==> src/rtl/struct_field_serializer_pkg.sv <==
// Shared types and defaults for the packed-field serializer and its packer counterpart.
package struct_ser_pkg;

  localparam int unsigned DEFAULT_FIELD_W    = 2;
  localparam int unsigned DEFAULT_NUM_FIELDS = 2;

  typedef enum logic {
    IDLE = 1'b0,
    SEND = 1'b1
  } ser_state_e;

  // Width of a field index; never narrower than one bit.
  function automatic int unsigned idx_width(input int unsigned num_fields);
    return (num_fields <= 1) ? 1 : $clog2(num_fields);
  endfunction

endpackage

==> src/rtl/struct_field_serializer_select.sv <==
// Combinational field picker: returns field[idx] of a packed word (field 0 in the LSBs).
module struct_field_select
  import struct_ser_pkg::*;
#(
  parameter int unsigned FIELD_W    = DEFAULT_FIELD_W,
  parameter int unsigned NUM_FIELDS = DEFAULT_NUM_FIELDS,
  parameter int unsigned IDX_W      = idx_width(NUM_FIELDS)
) (
  input  logic [FIELD_W*NUM_FIELDS-1:0] word,
  input  logic [IDX_W-1:0]              idx,
  output logic [FIELD_W-1:0]            field
);

  // Compare-and-select keeps out-of-range indices (non power-of-2 counts) at zero.
  always_comb begin
    field = '0;
    for (int k = 0; k < NUM_FIELDS; k++) begin
      if (idx == IDX_W'(k)) begin
        field = word[k*FIELD_W +: FIELD_W];
      end
    end
  end

endmodule

==> src/rtl/struct_field_serializer.sv <==
// Emits the fields of one packed word per handshake, MSB field first, on a valid/ready stream.
// Optional STRUCT_SER_PARITY_EN adds out_parity (XOR reduction of out_field).
module struct_field_serializer
  import struct_ser_pkg::*;
#(
  parameter int unsigned FIELD_W    = DEFAULT_FIELD_W,
  parameter int unsigned NUM_FIELDS = DEFAULT_NUM_FIELDS,
  parameter int unsigned WORD_W     = FIELD_W * NUM_FIELDS
) (
  input  logic                               clk,
  input  logic                               rst,
  input  logic                               in_valid,
  output logic                               in_ready,
  input  logic [WORD_W-1:0]                  in_word,
  output logic                               out_valid,
  input  logic                               out_ready,
  output logic [FIELD_W-1:0]                 out_field,
  output logic                               out_last,
  output logic [idx_width(NUM_FIELDS)-1:0]   out_idx
`ifdef STRUCT_SER_PARITY_EN
  ,
  output logic                               out_parity
`endif
);

  localparam int unsigned IDX_W = idx_width(NUM_FIELDS);

  ser_state_e        state_q, state_d;
  logic [IDX_W-1:0]  idx_q, idx_d;
  logic [WORD_W-1:0] hold_q, hold_d;
  logic              idx_zero;
  logic              accept;
  logic [FIELD_W-1:0] sel_field;

  assign idx_zero = (idx_q == '0);
  assign accept   = in_valid && in_ready;

  // Ready in SEND only as the last field leaves, so consecutive words stream without bubbles.
  always_comb begin
    in_ready = 1'b0;
    unique case (state_q)
      IDLE: in_ready = 1'b1;
      SEND: in_ready = out_ready && idx_zero;
    endcase
  end

  always_comb begin
    state_d = state_q;
    idx_d   = idx_q;
    hold_d  = hold_q;
    unique case (state_q)
      IDLE: begin
        if (accept) begin
          state_d = SEND;
          idx_d   = IDX_W'(NUM_FIELDS - 1);
          hold_d  = in_word;
        end
      end
      SEND: begin
        if (out_ready) begin
          if (!idx_zero) begin
            idx_d = idx_q - IDX_W'(1);
          end else if (accept) begin
            idx_d  = IDX_W'(NUM_FIELDS - 1);
            hold_d = in_word;
          end else begin
            state_d = IDLE;
          end
        end
      end
    endcase
  end

  always_ff @(posedge clk or posedge rst) begin
    if (rst) begin
      state_q <= IDLE;
      idx_q   <= '0;
      hold_q  <= '0;
    end else begin
      state_q <= state_d;
      idx_q   <= idx_d;
      hold_q  <= hold_d;
    end
  end

  struct_field_select #(
    .FIELD_W    (FIELD_W),
    .NUM_FIELDS (NUM_FIELDS),
    .IDX_W      (IDX_W)
  ) u_select (
    .word  (hold_q),
    .idx   (idx_q),
    .field (sel_field)
  );

  // Outputs derive only from registered state, so they hold under backpressure.
  assign out_valid = (state_q == SEND);
  assign out_field = out_valid ? sel_field : '0;
  assign out_last  = out_valid && idx_zero;
  assign out_idx   = idx_q;

`ifdef STRUCT_SER_PARITY_EN
  assign out_parity = out_valid && (^sel_field);
`endif

endmodule

==> config.mk <==
export PLATFORM = sky130hd
export DESIGN_NAME = struct_field_serializer
export DESIGN_NICKNAME = d
export VERILOG_FILES = /design/src/rtl/struct_field_serializer_pkg.sv /design/src/rtl/struct_field_serializer_select.sv /design/src/rtl/struct_field_serializer.sv
export SDC_FILE = /design/constraint.sdc
export NUM_CORES = 1
export LEC_CHECK = 0
export BUFFER_PORTS_ARGS = -buffer_cell sky130_fd_sc_hd__buf_2
export CAP_MARGIN = 40
export CELL_PAD_IN_SITES_DETAIL_PLACEMENT = 1
export CELL_PAD_IN_SITES_GLOBAL_PLACEMENT = 2
export CORE_AREA = 2 2 39 41
export DETAILED_ROUTE_END_ITERATION = 8
export DIE_AREA = 0 0 41 43
export GPL_ROUTABILITY_DRIVEN = 0
export MAX_ROUTING_LAYER = met4
export PLACE_DENSITY_LB_ADDON = 0.25
export RECOVER_POWER = 100
export SKIP_CTS_REPAIR_TIMING = 1
export SLEW_MARGIN = 20
export SYNTH_ARGS = -nofsm -noshare
export SYNTH_HDL_FRONTEND = slang
export SYNTH_SLANG_ARGS = --single-unit
==> constraint.sdc <==
create_clock -name clk -period 2 [get_ports clk]
set_input_delay 0.3 -clock clk [delete_from_list [all_inputs] [get_ports clk]]
set_output_delay 0.3 -clock clk [all_outputs]
set_load 0.005 [all_outputs]
=== Word level (Yosys, flattened, before mapping) ===
Index checks and enable logic that the tools add are counted.

* Register bits: 6
* Bits of input ports: 8

* Add/sub/neg operators: 1
* Bitwise gates (word level): 2
* Reductions and logical operators: 5
* Multiplexer cells: 15
* Equality and inequality tests: 3

{| class="wikitable"
|+ Operator list
! kind !! number
|-
| two-way mux 4 bit || 3
|-
| one-hot mux 4 bit (2 select lines) || 1
|-
| two-way mux 1 bit || 6
|-
| inequality test 2 bit, second input constant || 3
|-
| one-hot mux 1 bit (2 select lines) || 3
|-
| two-way mux 2 bit || 2
|-
| AND reduction 2 bit || 2
|-
| logical AND 1 bit || 3
|-
| inverter 1 bit || 2
|-
| subtractor 1 bit, second input constant || 1
|}

=== Depth between registers and ports, before layout ===
Gate-level depths: netlist (run 1).

* Depth after elaboration: 8
* Mapped depth: 3

=== Hierarchy ===
A second synthesis (run 1) with hierarchy kept.

* Cell total of the unflattened synthesis: 23
* Area, all modules: 302.8 um^2

{| class="wikitable"
|+ By module, submodules not included
! module !! cells an instance !! sequential area each (um^2) !! area an instance (um^2) !! instances
|-
| struct_field_serializer || 21 || 150.1 || 280.3 || 1
|-
| struct_field_select || 2 || 0.0 || 22.5 || 1
|}

=== Least setup slack after synthesis (run 1) ===
Ideal clock, no wire load.

* Path type: register to register
* Start: register idx_q, in the netlist out_idx
* End: register hold_q[0]
* Setup slack: 0.738 ns
* Setup time: 0.125 ns
* Buffers on the path: 0
* Stages on the path, launching flop included: 4
* Clock period less this slack: 1.262 ns
* Data required time: 1.875 ns
* Arrival time: 1.137 ns
* Path through: dfrtp_1 nand2b_4 a21boi_4 mux2_4

* Longest elaborated chain between the ends: 8

{| class="wikitable"
|+ RTL lines
! item !! line !! RTL
|-
| start, declared || struct_field_serializer.sv:29 || <nowiki>logic [IDX_W-1:0] idx_q, idx_d;</nowiki>
|-
| start signal, assigned || struct_field_serializer.sv:81 || <nowiki>idx_q <= idx_d;</nowiki>
|-
| inverter 1 bit || -- ||
|-
| logical AND 1 bit || struct_field_serializer.sv:43 || <nowiki>SEND: in_ready = out_ready && idx_zero;</nowiki>
|-
| one-hot mux 1 bit (2 select lines) || struct_field_serializer.sv:41 || <nowiki>unique case (state_q)</nowiki>
|-
| logical AND 1 bit || struct_field_serializer.sv:36 || <nowiki>assign accept = in_valid && in_ready;</nowiki>
|-
| two-way mux 4 bit (3 in a row) || -- ||
|-
| one-hot mux 4 bit (2 select lines) || -- ||
|-
| end signal, assigned || struct_field_serializer.sv:82 || <nowiki>hold_q <= hold_d;</nowiki>
|-
| end, declared || struct_field_serializer.sv:30 || <nowiki>logic [WORD_W-1:0] hold_q, hold_d;</nowiki>
|}

Several ways; a longest one is shown, not always the timed one. The select of a mux whose other input is x is not followed.
A chain may end at the register's enable or synchronous reset.

=== Worst setup path after layout (run 1) ===
Same ends and word-level chain as after synthesis.

==> summary.txt, run 1 <==
Outcome
  • Status: finished, final reports clean

Global route
  • Grt total ovfl: 0
  • Vias in the first global route: 259
  • Tot GR Track Use: 0.0944
  • Initial antenna violation count: 0
  • Pin count of the biggest net entering global routing: 9
  • First-pass GRT wire length: roughly 1.0 mm

Setup path
  • CP endpoint kind: register
  • WP depth: 3
  • Setup crit start kind: register
  • Reg2reg start: out_idx$_DFFE_PP0P_
  • Top delay family on crit path: flip-flops
  • Slowest CP cell: dfrtp_1
  • Worst path arrival time: about 1700 ps
  • Worst reg2reg setup slack: a little under 400 ps
  • CP required: roughly 2100 ps
  • Crit Path Category: reg -> reg
  • CP peak stage delay: around 450 ps
  • Capturing point of the worst reg2reg path: hold_q[0]$_DFFE_PP0P_
  • Max Fanout on Critical Path: 7
  • CP bufs+invs: 0
  • Worst R2R Path Depth: 3
  • Worst path cell trace: nand2b_1 > a21boi_1 > mux2_2

Power and ir drop
  • Pwr dens: about 1300 nW/um2
  • Psw: 0.172 mW
  • Comb pwr share: 0.372
  • Switching Fraction: 0.318
  • Clock power frac: 0.209
  • Flop pwr share: 0.419
  • Max IR drop VDD: between 0.3 and 0.4 mV
  • Total leakage power: 0.192 nW
  • P_int: roughly 0.37 mW

Cells and area
  • Post-layout util: 0.290
  • # diodes: 0
  • Filler instances: 170
  • Storage element area: between 150 and 200 um2
  • Fin cells: 56
  • Final net count: 50
  • Final instance area: around 400 um2
  • Fraction of layout cells with a size suffix above 1: 0.425
  • Multi-input gate area: 135 um2
  • Area Growth Syn to Fin: 27.4%

Clock tree
  • CTS tree: yes
  • Deepest clock path buffer count: 2
  • CTS Root Cell: clkbuf_4
  • Num CTS Buffers: 3
  • Htree depth: 1
  • CTS Sinks: 6
  • Skew-Pair Late Insertion Delay: roughly 250 ps
  • Clk slew on worst S/H paths: about 40 ps

Yosys
  • Mapped Nets: 31
  • Synth Area in Compound Gates: 0.0952
  • Yosys cell types: 12
  • Post-Syn Area per Cell: between 10 and 15 um2
  • Post-synth top area cell: dfrtp_1
  • Register bit total from synthesis: 6
  • Xor and xnor area share after synthesis: 0
  • Post-synthesis cell count: 23
  • Yosys Warn Count: 0
  • Post-synthesis mux area share: 0.254
  • Synth area leaders: dfrtp_1 48%, mux2_4 19%, mux2i_1 6.3%
  • Seq/Total Area, Yosys: 0.476
  • Post-Synth Simple-Gate Area: 0.163
  • Largest family of logic cells by synthesized area: multiplexers
  • Synthesized cell area: roughly 320 um2
  • Post-Synth Adder-Cell Area: 0
  • Post-synth top area share: 0.476

Placement
  • Placed cell area: around 400 um2
  • Dpl cells: 52
  • PortBufs: 13
  • Hpwl dp: 517 um

Floorplan
  • IO Pins: 14
  • Die height: between 40 and 50 um
  • Initial Util: 0.228
  • Die area: around 1800 um2
  • Chip Width: 41 um
  • Core area: 1380 um2
  • # rows: 14

Detailed routing
  • DR DRC count: 0
  • Wire per inst: around 12 um
  • Met1 Routed Length: 296 um
  • DRT Pass-1 Iters: 2
  • Vias per Instance: 4.23
  • DRT antenna net count: 0
  • Wire length on met2: between 300 and 400 um
  • Total wire length: about 670 um
  • DR iter-0 viols: 2
  • Via count: between 200 and 250
  • Routed wl met3: between 30 and 40 um
  • Highest metal used: met4

STA
  • Setup TNS: 0 ps
  • Final Hold Viols: 0
  • Fin crit period: 1610 ps
  • Max_slew headroom: 0.658
  • Final setup viols: 0
  • Fin Hold WS: 276 ps
  • Worst-Margin Slew: about 500 ps
  • Worst Skew: 0.460 ps
  • RSZ-0062 raised after global routing: false
  • Fmax: roughly 0.62 GHz
  • Fin. max-slew vios: 0
  • Fin crit share: 0.803

Min path
  • Worst Hold Path Cells: 2
  • Hold EP: out_idx$_DFFE_PP0P_
  • Hold path start: out_ready
  • Hold/Removal Path Class: in -> reg

Flow run
  • Max-Cap Viols: 0
kinds of logic after synthesis:
group / after synthesis
muxes: 6
DFF: 6
buffers and inverters: 1
and+or+nand+nor: 7
AOI/OAI and AO/OA: 3
registers in the layout, indices dropped and copies added (netlist names):
| name | cells |
|---|---|
| hold_q | 4 |
| out_valid | 1 |
| out_idx | 1 |
routing by layer:
layer	vias up	global-route usage
met5	-	-
met4	0	0.0800
met3	2	0.0314
met2	10	0.131
met1	112	0.102
li1	113	-
power groups by stage:
| stage | Clock [mW] | Combinational [mW] | Sequential [mW] |
|---|---|---|---|
| global route | 0.132 | 0.229 | 0.236 |
| finish | 0.113 | 0.201 | 0.226 |
| detailed placement | 0 | 0.241 | 0.232 |
| CTS | 0.119 | 0.244 | 0.231 |
| global placement | 0 | 0.239 | 0.230 |
| floorplan | 0 | 0.164 | 0.218 |
Yosys cell counts:
cell and n:
a21boi_4 1, and2b_2 1, nor2b_1 2, inv_1 1
mux2i_1 2, nand2b_4 1, nand2_1 1, nand2b_1 2
a31oi_1 1, mux2_4 4, dfrtp_1 6, a21oi_1 1
metrics by stage:
step	setup WS (ps)	power (mW)
floorplan	738	0.383
global placement	701	0.470
detailed placement	654	0.474
CTS	561	0.594
global route	326	0.597
finish	394	0.540
worst reg2reg max path: stages (launching register included):
cell      delay [ps]
dfrtp_1          450
nand2b_1         200
a21boi_1         440
mux2_2           400
cells in the final DEF (no fill, tap or decap):
| cell | instances |
|---|---|
| dlygate4sd3_1 | 1 |
| dfrtp_1 | 6 |
| mux2_2 | 2 |
| nor2b_1 | 2 |
| clkbuf_1 | 4 |
| inv_1 | 1 |
| mux2_4 | 2 |
| nand2b_1 | 3 |
| and2b_2 | 1 |
| mux2i_1 | 2 |
| a21boi_1 | 1 |
| buf_2 | 9 |
| a21oi_1 | 1 |
| a31oi_1 | 1 |
| clkbuf_4 | 3 |
| nand2_1 | 1 |
area by class of cell:
cell class                 instances  area share
sequential                         6       0.374
timing repair buffer              14       0.174
inverter                           1     0.00935
clock buffer                       3      0.0561
multi-input combinational         16       0.336
tap                               16      0.0498
how the worst max path moves through the flow:
stage / start / to / slack (ps)
6_report: out_idx$_DFFE_PP0P_ / hold_q[0]$_DFFE_PP0P_ / 390
2_1_floorplan: out_idx$_DFFE_PP0P_ / hold_q[0]$_DFFE_PP0P_ / 740
3_3_place_gp: out_idx$_DFFE_PP0P_ / hold_q[1]$_DFFE_PP0P_ / 700
5_1_grt: out_idx$_DFFE_PP0P_ / hold_q[2]$_DFFE_PP0P_ / 330
3_5_place_dp: out_idx$_DFFE_PP0P_ / hold_q[0]$_DFFE_PP0P_ / 650
4_1_cts: out_idx$_DFFE_PP0P_ / in_ready / 560
No activity file was read; power rests on OpenSTA's default activity.
==> run 2, diff against run 1 <==
Settings changed: CORE_AREA 2 2 39 41 to 2 2 41 43, DIE_AREA 0 0 41 43 to 0 0 43 45.
Clock period 2 ns to 1.3 ns, I/O delays scaled along.
==> run 2 against run 1 <==
Compared with the run above:
- sequential share of layout area decreased by 4.1 points
- worst hold slack worse by 96 ps
- setup slack lost 380 ps
- clock power is 50% higher
- combinational power grew 120%
- die area up 9.8%
- critical path depth increased by 1
- register-to-register slack got worse by 340 ps
- global-route usage is 0.57 points higher
- count of clock-buffer cells in the layout did not move
==> summary.txt, run 2 (synthesis gave the netlist of run 1 again) <==
STA
  • Final setup viols: 0 (unchanged)
  • Fin Hold WS: 179 ps (was 276 ps)
  • Fin crit period: around 1300 ps
  • Fin. max-slew vios: 0 (unchanged)
  • Max_slew headroom: 0.841 (was 0.658)
  • Worst-Margin Slew: 237 ps (was 512 ps)
  • Post-route setup slack: 11.6 ps (was 394 ps)
  • Fmax: between 0.7 and 0.8 GHz
  • RSZ-0062 raised after global routing: true (was false)
  • Setup TNS: 0 ps (unchanged)
  • Worst Skew: 8.49 ps (was 0.460 ps)
  • Fin crit share: 0.991
  • Final Hold Viols: 0 (unchanged)

Cells and area
  • Storage element area: 150 um2 (unchanged)
  • Most common cell after layout, fill and taps aside: buf_2 (unchanged)
  • Area Growth Syn to Fin: 43.3% (was 27.4%)
  • Final net count: 52 (was 50)
  • Commonest cells after routing, fill and taps aside: 13 x buf_2, 6 x dfrtp_1, 4 x mux2_4 (was 9 x buf_2, 6 x dfrtp_1, 4 x clkbuf_1)
  • Max reg flops: 4 (unchanged)
  • Filler instances: 177 (was 170)
  • # diodes: 0 (unchanged)
  • Most flops, register: hold_q (unchanged)
  • Final instance area: 452 um2 (was 402 um2)
  • Multi-input gate area: 161 um2 (was 135 um2)
  • Post-layout util: 0.307 (was 0.290)
  • Fin cells: 58 (was 56)
  • Fraction of layout cells with a size suffix above 1: 0.595 (was 0.425)

Detailed routing
  • DRT antenna net count: 0 (unchanged)
  • Via count: 250 (was 237)
  • Total wire length: 724 um (was 666 um)
  • DRT Pass-1 Iters: 1 (was 2)
  • DR iter-0 viols: 0 (was 2)
  • DR DRC count: 0 (unchanged)
  • Wire per inst: 12.5 um (was 11.9 um)
  • Vias per Instance: 4.31 (was 4.23)

Clock tree
  • Clk slew on worst S/H paths: 50 ps (was 40 ps)
  • Htree depth: 1 (unchanged)
  • CTS tree: yes (unchanged)
  • CTS Root Cell: clkbuf_4 (unchanged)
  • Skew-Pair Late Insertion Delay: 240 ps (was 250 ps)
  • Num CTS Buffers: 3 (unchanged)
  • Deepest clock path buffer count: 2 (unchanged)
  • CTS Sinks: 6 (unchanged)

Placement
  • Dpl cells: 54 (was 52)
  • Placed cell area: 415 um2 (was 400 um2)
  • Pre-CTS WS: 84.8 ps (was 654 ps)
  • Hpwl dp: 582 um (was 517 um)
  • PortBufs: 13 (unchanged)

Power and ir drop
  • Switching Fraction: 0.301 (was 0.318)
  • Flop pwr share: 0.349 (was 0.419)
  • Comb pwr share: 0.469 (was 0.372)
  • Clock power frac: 0.181 (was 0.209)
  • Total power: 0.935 mW (was 0.540 mW)
  • Pwr dens: 2070 nW/um2 (was 1340 nW/um2)
  • P_int: 0.654 mW (was 0.368 mW)
  • Max IR drop VDD: 0.843 mV (was 0.360 mV)
  • Total leakage power: 0.233 nW (was 0.192 nW)
  • Psw: 0.281 mW (was 0.172 mW)

Floorplan
  • Chip Width: 43 um (was 41 um)
  • Die area: 1940 um2 (was 1760 um2)
  • IO Pins: 14 (unchanged)
  • Core area: 1470 um2 (was 1380 um2)
  • Die height: 45 um (was 43 um)
  • Initial Util: 0.214 (was 0.228)
  • # rows: 14 (unchanged)

Global route
  • Initial antenna violation count: 0 (unchanged)
  • Grt total ovfl: 0 (unchanged)
  • Pin count of the biggest net entering global routing: 7 (was 9)
  • Vias in the first global route: 286 (was 259)
  • First-pass GRT wire length: 1.30 mm (was 1.04 mm)
  • Tot GR Track Use: 0.100 (was 0.0944)

Setup path
  • CP endpoint kind: primary output (was register)
  • Setup crit start kind: register (unchanged)
  • Worst path arrival time: 1090 ps (was 1730 ps)
  • Max Fanout on Critical Path: 6 (was 7)
  • CP required: 1110 ps (was 2130 ps)
  • Crit Path Category: reg -> out (was reg -> reg)

Min path
  • Hold/Removal Path Class: in -> reg (unchanged)

Outcome
  • Status: finished, final reports clean (unchanged)

Flow run
  • Max-Cap Viols: 0 (unchanged)
[run 2: changes by cell type in the layout (fill, tap and decap cells not counted), moves of 2 or more]
cell      previous run  this run
buf_2                9        13
clkbuf_1             4         0
mux2_2               2         0
mux2_4               2         4
[run 2: final timing paths]
path / slack, ps / startpoint / depth (start not counted) / to
max: 10 / out_idx$_DFFE_PP0P_ / 4 / out_field[1]
min: 180 / in_word[2] / 2 / hold_q[2]$_DFFE_PP0P_
max in group asynchronous: 690 / rst / 3 / hold_q[0]$_DFFE_PP0P_
min reg2reg: 510 / hold_q[3]$_DFFE_PP0P_ / 1 / hold_q[3]$_DFFE_PP0P_
max reg2reg: 50 / out_idx$_DFFE_PP0P_ / 3 / hold_q[0]$_DFFE_PP0P_
min in group asynchronous: 410 / rst / 3 / out_valid$_DFF_PP0_
[run 2: power by group through the flow]
stage                     Clock (mW)  Sequential, mW  Combinational, mW
after floorplan                    0           0.335              0.253
after global placement             0           0.323              0.430
after detailed placement           0           0.324              0.439
after CTS                      0.181           0.324              0.441
after global routing           0.195           0.337              0.488
final                          0.170           0.327              0.439
[run 2: cell type report]
type                            instances  share of cell area
Timing Repair Buffer                   16               0.208
Tap cell                               16              0.0443
Sequential cell                         6               0.332
Multi-Input combinational cell         16               0.357
Clock buffer                            3              0.0499
Inverter                                1             0.00831
[run 2: worst max-delay path, cell delays in order (launching register included)]
cell and delay (ps):
dfrtp_1 390, buf_6 140, mux2i_1 110, nor2b_1 100
buf_2 110
[run 2: layer usage]
metal  track usage  routed length, um
met1        0.0990                306
met2         0.152                337
met3        0.0640                 72
met4        0.0545                  8
met5             -                  0
==> run 3, diff against run 2 <==
Settings changed: ABC_AREA set to 1, CTS_BUF_LIST set to sky130_fd_sc_hd__clkbuf_4 sky130_fd_sc_hd__clkbuf_8.
==> run 3 against run 2 <==
Compared with the run above:
- core utilization fell by 1.7 points
- routed wire length is 6.6% higher
- clock power barely moved
- fmax increased by 4.2%
- synthesized cell count up 74%
- cell count up 26%
- power down 30%
- non-clock buffer count shrank 2
- critical endpoint is now out_field[0]
- largest power group is now registers
- highest routed layer unchanged
==> summary.txt, run 3 <==
Detailed routing
  • Vias per Instance: 4.42 (was 4.31)
  • Total wire length: 772 um (was 724 um)
  • DRT Pass-1 Iters: 2 (was 1)
  • DR DRC count: 0 (unchanged)
  • Via count: 323 (was 250)
  • Wire per inst: 10.6 um (was 12.5 um)
  • DRT antenna net count: 0 (unchanged)
  • DR iter-0 viols: 1 (was 0)

STA
  • Fin crit period: 1240 ps (was 1290 ps)
  • Fmax: 0.809 GHz (was 0.776 GHz)
  • RSZ-0062 raised after global routing: true (unchanged)
  • Final setup viols: 0 (unchanged)
  • Fin. max-slew vios: 0 (unchanged)
  • Fin crit share: 0.951 (was 0.991)
  • Fin Hold WS: 209 ps (was 179 ps)
  • Max_slew headroom: 0.849 (was 0.841)
  • Worst Skew: 3.26 ps (was 8.49 ps)
  • Setup TNS: 0 ps (unchanged)
  • Worst-Margin Slew: 226 ps (was 237 ps)
  • Final Hold Viols: 0 (unchanged)

Yosys
  • Register bit total from synthesis: 6 (unchanged)
  • Ys flop type: dfrtp_1 (unchanged)
  • Synth cell count leaders: 19 x nand2_1, 6 x dfrtp_1, 6 x inv_1 (was 6 x dfrtp_1, 4 x mux2_4, 2 x mux2i_1, 2 x nand2b_1, 2 x nor2b_1)
  • Post-synth top area share: 0.502 (was 0.476)
  • Post-Synth Adder-Cell Area: 0 (unchanged)
  • Post-synth top area cell: dfrtp_1 (unchanged)
  • Yosys cell types: 8 (was 12)
  • Seq/Total Area, Yosys: 0.502 (was 0.476)
  • Post-Synth Simple-Gate Area: 0.372 (was 0.163)
  • Post-synth EDFFs: 0 (unchanged)
  • Asr flop ratio synth: 1.00 (unchanged)
  • Yosys Warn Count: 0 (unchanged)
  • Post-synthesis cell count: 40 (was 23)
  • Xor and xnor area share after synthesis: 0 (unchanged)
  • Synthesized cell area: 299 um2 (was 315 um2)
  • Synth Area in Compound Gates: 0.0502 (was 0.0952)
  • Synth area leaders: dfrtp_1 50%, nand2_1 24%, nand4_1 8.4% (was dfrtp_1 48%, mux2_4 19%, mux2i_1 6.3%)
  • Mapped Nets: 48 (was 31)
  • Post-synthesis mux area share: 0 (was 0.254)
  • Largest family of logic cells by synthesized area: simple AND/OR/NAND/NOR gates (was multiplexers)
  • Top-count cell post-synth: nand2_1 (was dfrtp_1)
  • Post-Syn Area per Cell: 7.48 um2 (was 13.7 um2)

Floorplan
  • IO Pins: 14 (unchanged)
  • Die area: 1940 um2 (unchanged)
  • Core area: 1470 um2 (unchanged)
  • Chip Width: 43 um (unchanged)
  • # rows: 14 (unchanged)
  • Die height: 45 um (unchanged)
  • Initial Util: 0.203 (was 0.214)

Clock tree
  • CTS Sinks: 6 (unchanged)
  • CTS Root Cell: clkbuf_4 (unchanged)
  • Clk slew on worst S/H paths: 50 ps (about the same)
  • Skew-Pair Late Insertion Delay: 240 ps (about the same)
  • CTS tree: yes (unchanged)
  • Htree depth: 1 (unchanged)
  • Deepest clock path buffer count: 2 (unchanged)
  • Num CTS Buffers: 3 (unchanged)

Setup path
  • Max Fanout on Critical Path: 7 (was 6)
  • CP required: 1110 ps (about the same)
  • Reg2reg start: out_idx$_DFFE_PP0P_ (unchanged)
  • Setup crit start kind: register (unchanged)
  • Capturing point of the worst reg2reg path: hold_q[0]$_DFFE_PP0P_ (unchanged)
  • Crit Path Category: reg -> out (unchanged)
  • Worst path arrival time: 1040 ps (was 1090 ps)
  • Worst R2R Path Depth: 4 (was 3)
  • CP endpoint kind: primary output (unchanged)
  • Worst reg2reg setup slack: 270 ps (was 50 ps)

Cells and area
  • Commonest cells after routing, fill and taps aside: 19 x nand2_1, 13 x buf_2, 5 x inv_1 (was 13 x buf_2, 6 x dfrtp_1, 4 x mux2_4)
  • Most common cell after layout, fill and taps aside: nand2_1 (was buf_2)
  • Final net count: 67 (was 52)
  • Fraction of layout cells with a size suffix above 1: 0.386 (was 0.595)
  • Area Growth Syn to Fin: 42.7% (was 43.3%)
  • # diodes: 0 (unchanged)
  • Max reg flops: 4 (unchanged)
  • Most flops, register: hold_q (unchanged)

Global route
  • Initial antenna violation count: 0 (unchanged)
  • Grt total ovfl: 0 (unchanged)
  • Tot GR Track Use: 0.105 (was 0.100)
  • First-pass GRT wire length: 1.43 mm (was 1.30 mm)
  • Pin count of the biggest net entering global routing: 8 (was 7)
  • Vias in the first global route: 346 (was 286)

Power and ir drop
  • Total power: 0.657 mW (was 0.935 mW)
  • Total leakage power: 0.245 nW (was 0.233 nW)
  • Pwr dens: 1540 nW/um2 (was 2070 nW/um2)
  • Max IR drop VDD: 0.644 mV (was 0.843 mV)

Flow run
  • Max-Cap Viols: 0 (unchanged)

Min path
  • Worst Hold Path Cells: 3 (was 2)
  • Hold/Removal Path Class: in -> reg (unchanged)
  • Hold EP: hold_q[1]$_DFFE_PP0P_ (was hold_q[2]$_DFFE_PP0P_)
  • Hold path start: in_word[1] (was in_word[2])

Placement
  • PortBufs: 13 (unchanged)

Outcome
  • Status: finished, final reports clean (unchanged)
## run 3: changes by cell type in the layout (fill, tap and decap cells not counted), sizes merged, moves of 2 or more
cell,change
nand2,+18
inv,+5
mux2,-4
nand4,+4
nand2b,-3
buf,-2
mux2i,-2
nand3,+2
nor2b,-2
## run 3: cell type report
class                   instances  area [um2]
clock buffers                   3        22.5
fillers                       207        1040
multi-input cells              28         134
flip-flops and latches          6         153
well taps                      16        20.0
inverters                       6        22.5
repair buffers                 14        75.1
## run 3: logic make-up after synthesis
group / after synthesis
AOI/OAI and AO/OA: 3
buffers and inverters: 6
DFF: 6
and+or+nand+nor: 25
## run 3: how the worst max path moves through the flow
stage | to | slack [ps] | start
after CTS | out_field[0] | -20 | out_idx$_DFFE_PP0P_
final | out_field[0] | 60 | out_idx$_DFFE_PP0P_
after floorplan | hold_q[0]$_DFFE_PP0P_ | 390 | out_valid$_DFF_PP0_
after global placement | hold_q[3]$_DFFE_PP0P_ | 260 | out_valid$_DFF_PP0_
after global routing | out_field[1] | -20 | out_idx$_DFFE_PP0P_
after detailed placement | out_field[0] | 250 | out_idx$_DFFE_PP0P_
## run 3: metal layers
metal	global-route usage	routed length, um	share of wire
met3	0.0280	49	0.063
met2	0.164	366	0.47
met1	0.117	343	0.44
met4	0.0727	12	0.016
met5	-	0	0
## run 3: per-stage QoR
stage	utilization	area (um2)	instances	worst slack (ps)
after global placement	0.261	384	69	262
after floorplan	-	299	40	386
after detailed placement	0.261	384	69	247
after global routing	0.290	427	73	-17.9
after CTS	0.276	407	72	-22.3
final	0.290	427	73	63.3
## run 3: report_power, final
part / total (mW) / switching, mW / internal (mW)
clock network: 0.171 / 0.0668 / 0.104
logic: 0.204 / 0.113 / 0.0919
registers: 0.282 / 0.0423 / 0.239
total: 0.657 / 0.222 / 0.436
## run 3: worst max-delay path: stages (launching register included)
cell	delay [ps]
dfrtp_2	440
inv_2	80
nand2_1	60
a21oi_2	100
buf_2	110
